**config.mk**
```make
export PLATFORM = sky130hd
export DESIGN_NAME = rc6_decrypt_control
export DESIGN_NICKNAME = d
export VERILOG_FILES = /design/src/rtl/rc6_pkg.sv /design/src/rtl/rc6_key_addr_gen.sv /design/src/rtl/rc6_decrypt_control.sv
export SDC_FILE = /design/constraint.sdc
export NUM_CORES = 1
export LEC_CHECK = 0
export CAP_MARGIN = 20
export CORE_ASPECT_RATIO = 0.9
export CORE_MARGIN = 3
export CORE_UTILIZATION = 47
export DETAILED_ROUTE_END_ITERATION = 8
export PLACE_DENSITY = 0.84
export SKIP_CTS_REPAIR_TIMING = 1
export SLEW_MARGIN = 10
export SYNTH_ARGS = -nofsm -noshare
export SYNTH_HDL_FRONTEND = slang
export SYNTH_SLANG_ARGS = --single-unit
```
**constraint.sdc**
```tcl
create_clock -name inClk -period 1.3 [get_ports inClk]
set_input_delay 0.39 -clock inClk [delete_from_list [all_inputs] [get_ports inClk]]
set_output_delay 0.39 -clock inClk [all_outputs]
set_load 0.03 [all_outputs]
```
**src/rtl/rc6_pkg.sv**
```systemverilog
// Shared RC6 controller definitions: sequencer states, port widths and
// helpers deriving key-schedule sizes from the round count.
package rc6_pkg;

    typedef enum logic [2:0] {
        ST_IDLE,
        ST_KEYEXP,
        ST_UNPOST,
        ST_ROUNDS,
        ST_UNPRE,
        ST_DONE
    } rc6_state_e;

    localparam int KEY_ADDR_W = 6;
    localparam int PAIR_IDX_W = 5;
    localparam int STEP_W     = 8;

    localparam int DEFAULT_ROUNDS = 20;
    localparam int NUM_KEYS       = 2 * DEFAULT_ROUNDS + 4;
    localparam int KEY_EXP_STEPS  = 3 * NUM_KEYS;

    function automatic int rc6_num_keys(input int rounds);
        return 2 * rounds + 4;
    endfunction

    function automatic int rc6_key_exp_steps(input int rounds);
        return 3 * rc6_num_keys(rounds);
    endfunction

endpackage

```
**src/rtl/rc6_key_addr_gen.sv**
```systemverilog
// Address and step counters for the RC6 sequencer: wrapping key RAM write
// address, loadable down-counting round-key pair index and key-expansion
// step counter with terminal-count flag.
module rc6_key_addr_gen
    import rc6_pkg::*;
#(
    parameter int ROUNDS = 20
) (
    input  logic                  clk,
    input  logic                  rst,
    input  logic                  start_i,
    input  logic                  step_en_i,
    input  logic                  pair_load_i,
    input  logic                  pair_dec_i,
    output logic [KEY_ADDR_W-1:0] wr_addr_o,
    output logic [PAIR_IDX_W-1:0] pair_idx_o,
    output logic                  step_tc_o
);

    localparam int NKEYS  = rc6_num_keys(ROUNDS);
    localparam int NSTEPS = rc6_key_exp_steps(ROUNDS);

    logic [KEY_ADDR_W-1:0] wr_addr_q, wr_addr_d;
    logic [PAIR_IDX_W-1:0] pair_q, pair_d;
    logic [STEP_W-1:0]     step_q, step_d;

    // Next-count logic: address wraps by compare rather than modulo; pair index saturates at 0.
    always_comb begin
        wr_addr_d = wr_addr_q;
        step_d    = step_q;
        pair_d    = pair_q;
        if (start_i) begin
            wr_addr_d = '0;
            step_d    = '0;
        end else if (step_en_i) begin
            wr_addr_d = (wr_addr_q == KEY_ADDR_W'(NKEYS - 1)) ? '0 : wr_addr_q + 1'b1;
            step_d    = step_q + 1'b1;
        end
        if (pair_load_i) begin
            pair_d = PAIR_IDX_W'(ROUNDS + 1);
        end else if (pair_dec_i && (pair_q != '0)) begin
            pair_d = pair_q - 1'b1;
        end
    end

    // Counter registers, cleared by reset.
    always_ff @(posedge clk) begin
        if (rst) begin
            wr_addr_q <= '0;
            step_q    <= '0;
            pair_q    <= '0;
        end else begin
            wr_addr_q <= wr_addr_d;
            step_q    <= step_d;
            pair_q    <= pair_d;
        end
    end

    assign wr_addr_o  = wr_addr_q;
    assign pair_idx_o = pair_q;
    assign step_tc_o  = (step_q == STEP_W'(NSTEPS - 1));

endmodule

```
**src/rtl/rc6_decrypt_control.sv**
```systemverilog
// RC6-32/R/b decryption sequencer: accepts key/ciphertext load requests,
// runs the key schedule once per new key, then steps the datapath through
// undo-post-whitening, R inverse rounds (descending) and undo-pre-whitening.
// ROUNDS must lie in 1..30 so the address and pair-index ports can hold it.
module rc6_decrypt_control
    import rc6_pkg::*;
#(
    parameter int ROUNDS = 20
) (
    input  logic       inClk,
    input  logic       inReset,
    input  logic       inKeyWr,
    input  logic       inDataWr,
    output logic       outKeyExtWr,
    output logic       outKeyIntWr,
    output logic [5:0] outKeyWrAddr,
    output logic [4:0] outKeyPairIdx,
    output logic       outDataExtWr,
    output logic       outDataIntWr,
    output logic       outMode1,
    output logic       outMode2,
    output logic       outBusy,
    output logic       outValid,
    output logic       outKeyValid
);

    rc6_state_e state_q, state_d;
    logic key_valid_q, key_valid_d;
    logic pend_q, pend_d;
    logic key_int_wr_q, key_int_wr_d;
    logic data_int_wr_q, data_int_wr_d;
    logic mode1_q, mode1_d;
    logic mode2_q, mode2_d;
    logic busy_q, busy_d;
    logic valid_q, valid_d;

    logic start, step_en, pair_load, pair_dec, step_tc;
    logic idle;

    rc6_key_addr_gen #(
        .ROUNDS (ROUNDS)
    ) u_addr_gen (
        .clk         (inClk),
        .rst         (inReset),
        .start_i     (start),
        .step_en_i   (step_en),
        .pair_load_i (pair_load),
        .pair_dec_i  (pair_dec),
        .wr_addr_o   (outKeyWrAddr),
        .pair_idx_o  (outKeyPairIdx),
        .step_tc_o   (step_tc)
    );

    assign idle         = (state_q == ST_IDLE);
    // Bus load strobes are only honoured in IDLE; reset wins over a request.
    assign outKeyExtWr  = idle & inKeyWr & ~inReset;
    assign outDataExtWr = idle & inDataWr & (inKeyWr | key_valid_q) & ~inReset;

    // Next-state, counter controls and next values of the registered outputs.
    always_comb begin
        state_d     = state_q;
        key_valid_d = key_valid_q;
        pend_d      = pend_q;
        start       = 1'b0;
        step_en     = 1'b0;
        pair_load   = 1'b0;
        pair_dec    = 1'b0;
        case (state_q)
            ST_IDLE: begin
                if (inKeyWr) begin
                    state_d     = ST_KEYEXP;
                    key_valid_d = 1'b0;
                    pend_d      = inDataWr;
                    start       = 1'b1;
                end else if (inDataWr && key_valid_q) begin
                    state_d   = ST_UNPOST;
                    pair_load = 1'b1;
                end
            end
            ST_KEYEXP: begin
                step_en = 1'b1;
                if (step_tc) begin
                    key_valid_d = 1'b1;
                    state_d     = pend_q ? ST_UNPOST : ST_IDLE;
                    pair_load   = pend_q;
                end
            end
            ST_UNPOST: begin
                pair_dec = 1'b1;
                state_d  = ST_ROUNDS;
            end
            ST_ROUNDS: begin
                pair_dec = 1'b1;
                if (outKeyPairIdx == 5'd1) begin
                    state_d = ST_UNPRE;
                end
            end
            ST_UNPRE: state_d = ST_DONE;
            ST_DONE:  state_d = ST_IDLE;
            default:  state_d = ST_IDLE;
        endcase
        key_int_wr_d  = (state_d == ST_KEYEXP);
        data_int_wr_d = (state_d == ST_UNPOST) || (state_d == ST_ROUNDS) || (state_d == ST_UNPRE);
        mode1_d       = (state_d == ST_UNPOST);
        mode2_d       = (state_d == ST_UNPRE);
        valid_d       = (state_d == ST_DONE);
        busy_d        = (state_d != ST_IDLE);
    end

    // State and output registers; reset aborts any operation and distrusts the key RAM.
    always_ff @(posedge inClk) begin
        if (inReset) begin
            state_q       <= ST_IDLE;
            key_valid_q   <= 1'b0;
            pend_q        <= 1'b0;
            key_int_wr_q  <= 1'b0;
            data_int_wr_q <= 1'b0;
            mode1_q       <= 1'b0;
            mode2_q       <= 1'b0;
            busy_q        <= 1'b0;
            valid_q       <= 1'b0;
        end else begin
            state_q       <= state_d;
            key_valid_q   <= key_valid_d;
            pend_q        <= pend_d;
            key_int_wr_q  <= key_int_wr_d;
            data_int_wr_q <= data_int_wr_d;
            mode1_q       <= mode1_d;
            mode2_q       <= mode2_d;
            busy_q        <= busy_d;
            valid_q       <= valid_d;
        end
    end

    assign outKeyIntWr  = key_int_wr_q;
    assign outDataIntWr = data_int_wr_q;
    assign outMode1     = mode1_q;
    assign outMode2     = mode2_q;
    assign outBusy      = busy_q;
    assign outValid     = valid_q;
    assign outKeyValid  = key_valid_q;

endmodule

```
==> metrics.yaml <==
grt_use_total: 0.195
grt_busiest_layer: "met2"
syn_area_mm2: 0.00144
synthFlopType: "dfxtp_1"
rsz0062_at_grt: "yes"
synth.distinct_cells: 46
grt_pass1_wl_mm: 5.58
setup-violations-final: 35
wire_per_inst_um: 19.2
drtIter0Drc: 86
layout_setup_ws_ns: -0.462
fin_setup_tns_ns: -7.68
hold_start: "inDataWr"
cts-htree-levels: 2
dieArea_mm2: 0.00377
synth-async-reset-ratio: 0
worst_slew_pin_slew_ns: 0.409
critPathKind: "flop to output pin"
path_delay_family: "simple AND/OR/NAND/NOR gates"
grt_pass1_vias: 1220
start_util: 0.507
layout-drive-gt1-share: 0.618
hold_viol_final: 0
synth_area_per_cell_um2: 9.47
die_w_um: 64.4
multi_input_area_mm2: 0.00100
r2r-start: "state_q[2]"
grt_overflow: 0
antenna_found_initial: 0
crit_chain: "nor3_1, buf_4, nand2_1, nor2_4, buf_6"
worst_r2r_endpoint: "u_addr_gen.wr_addr_o[2]"
max_freq_mhz: 568
stdcell_count: 273
grt_max_degree: 17
dp_cells: 246
clock_latency_ns: 0.35
critPathSlowestCell: "dfxtp_2"
met3_usage: 0.0515
vias: 1515
endpoint_kind: "output pin"
root_buffer: "clkbuf_4"
syn_inst: 152
hold_end: "pend_q"
io_pins: 24
cap_violations: 0
arrival_ns: 1.37
final_nets: 241
num_rows: 18
drcViolationCount: 0
routabilityCongestion: 0.883
reg2reg_slack_ns: -0.32
synth_edf_count: 0
route.antenna.remaining_nets: 0
yosys_register_bits: 30
post-route-min-period_ns: 1.76
cp.required_ns: 0.91
io_buffer_count: 23
yosys_warnings: 0
syn_nets: 161
gr-usage-met1: 0.226
p_per_area_mw_per_mm2: 744
crit_fanout: 3
cp-start-kind: "flop"
finClkSkew_ns: 0.0138
drv_slew: 0
ctsLongestPathBuffers: 2
grt_use_met2: 0.344
via_per_inst: 5.55
register_area_um2: 637
finalCritPeriodShare: 1.36
cpPeakStageDelay_ns: 0.36
holdPathStages: 3
hold_class: "input pin to flop"
routed_wl_mm: 5.24
firstDrtPassIters: 4
cts_tree: "yes"
p_leak_nw: 1.06
coreArea_mm2: 0.00284
r2r_cells: 8
relSlewSlack: 0.728
die_y_um: 58.5
area_growth_pct: 71.4
hpwl_mm: 2.68
violations: "negative setup slack"
path_clk_slew_ns: 0.11
peakVddDrop_uv: 621
cts-buffers-inserted: 5
yosysSeqAreaShare: 0.417
status: "finished with violations"
hold_ws_ns: 0.413
antenna_cells: 0
clock-sinks: 30
worst-path-buf-inv: 2
nFillCells: 130
-- placed cells by master (no fill, tap or decap), types with 2 or more instances in the layout --
cell type and n:
mux2i_1 3, xnor2_1 3, nand2_1 5, dfxtp_4 6
a31oi_4 2, clkbuf_4 5, dfxtp_1 13, ha_1 2
buf_4 56, a211oi_2 2, nor2_1 18, buf_6 17
xor2_1 10, ha_4 2, dfxtp_2 11, nand4_1 4
a21oi_2 5, buf_12 3, nor3_1 3, nand3_2 2
nand3_1 4, dlymetal6s2s_1 3, and3_1 2, a21o_1 2
nor3_4 2, nor2_4 2, nand2_2 5, and2_1 4
nor2_2 3
-- where the power goes --
group	leakage [nW]	internal, mW	switching, mW
Clock	0.0353	0.262	0.353
Combinational	0.770	0.144	0.142
Sequential	0.253	0.923	0.0129
-- synth_stat cells, drive strengths merged, types with 2 or more instances --
cell type  number  share of area
and2            5          0.023
mux2i           3          0.021
a31oi           3          0.013
nand4           5          0.026
and3            2         0.0087
nor3            5          0.029
or2             3          0.013
dfxtp          30           0.42
xnor2           4          0.024
buf             5          0.025
nand3           6          0.021
nor4b           2          0.023
inv             2         0.0052
nor3b           3          0.023
xor2           10          0.061
a21oi           6          0.023
a211oi          2          0.010
nor2           23          0.060
a21o            2          0.010
nand2          11          0.029
ha              5          0.043
a2111oi         2          0.017
-- kinds of logic (layout without fill, tap and decap cells) --
| group | Yosys count | after routing | synth area share |
|---|---|---|---|
| xor gates and xnor gates | 14 | 14 | 0.0851 |
| adders and majority gates | 5 | 5 | 0.0434 |
| and+or+nand+nor | 72 | 72 | 0.294 |
| DFF | 30 | 30 | 0.417 |
| muxes | 3 | 3 | 0.0209 |
| AOI/OAI and AO/OA | 20 | 20 | 0.107 |
| buffers and inverters | 8 | 89 | 0.0330 |
-- state kept, by name, summed over array words and instances, names as in the netlist --
register and flops:
outKeyIntWr 1, state_q 3, outBusy 1, outKeyValid 1
outMode2 1, u_addr_gen.step_q 8, outDataIntWr 1, pend_q 1
outValid 1, outMode1 1, u_addr_gen.pair_idx_o 5, u_addr_gen.wr_addr_o 6
-- worst max-delay path by stage --
stage | startpoint | endpoint | slack [ns] | depth (start not counted)
floorplan | state_q[0] | outDataExtWr | -0.25 | 3
global placement | inDataWr | outDataExtWr | -0.49 | 4
detailed placement | inDataWr | outDataExtWr | -0.52 | 4
CTS | inDataWr | outDataExtWr | -0.53 | 4
global route | state_q[2] | outKeyExtWr | -0.49 | 5
finish | state_q[2] | outKeyExtWr | -0.46 | 5
-- routing by layer --
layer / up-vias / wire length [µm]
met5: - / 0
met4: 0 / 201
met3: 26 / 299
met2: 58 / 2640
met1: 736 / 2090
li1: 695 / -
-- worst min-delay path, stage by stage --
cell and delay (ns):
dlymetal6s2s_1 0.16, nand3_1 0.10, a21oi_1 0.06
-- final cells by class --
| cell class | instances | area share |
|---|---|---|
| Sequential cell | 30 | 0.258 |
| Timing Repair Buffer | 79 | 0.287 |
| Multi-Input combinational cell | 114 | 0.407 |
| Inverter | 2 | 0.00304 |
| Tap cell | 40 | 0.0203 |
| Clock inverter | 1 | 0.00203 |
| Clock buffer | 7 | 0.0223 |
-- metrics by stage --
| step | utilization | area (µm²) | power, mW | setup WS [ns] |
|---|---|---|---|---|
| 4_1_cts | 0.724 | 2050 | 1.73 | -0.532 |
| 3_3_place_gp | 0.702 | 1990 | 1.15 | -0.485 |
| 6_report | 0.870 | 2470 | 1.84 | -0.462 |
| 3_5_place_dp | 0.702 | 1990 | 1.16 | -0.523 |
| 2_1_floorplan | - | 1530 | 1.07 | -0.251 |
| 5_1_grt | 0.870 | 2470 | 1.87 | -0.493 |
Note: power is estimated with default switching activity, not from simulation.
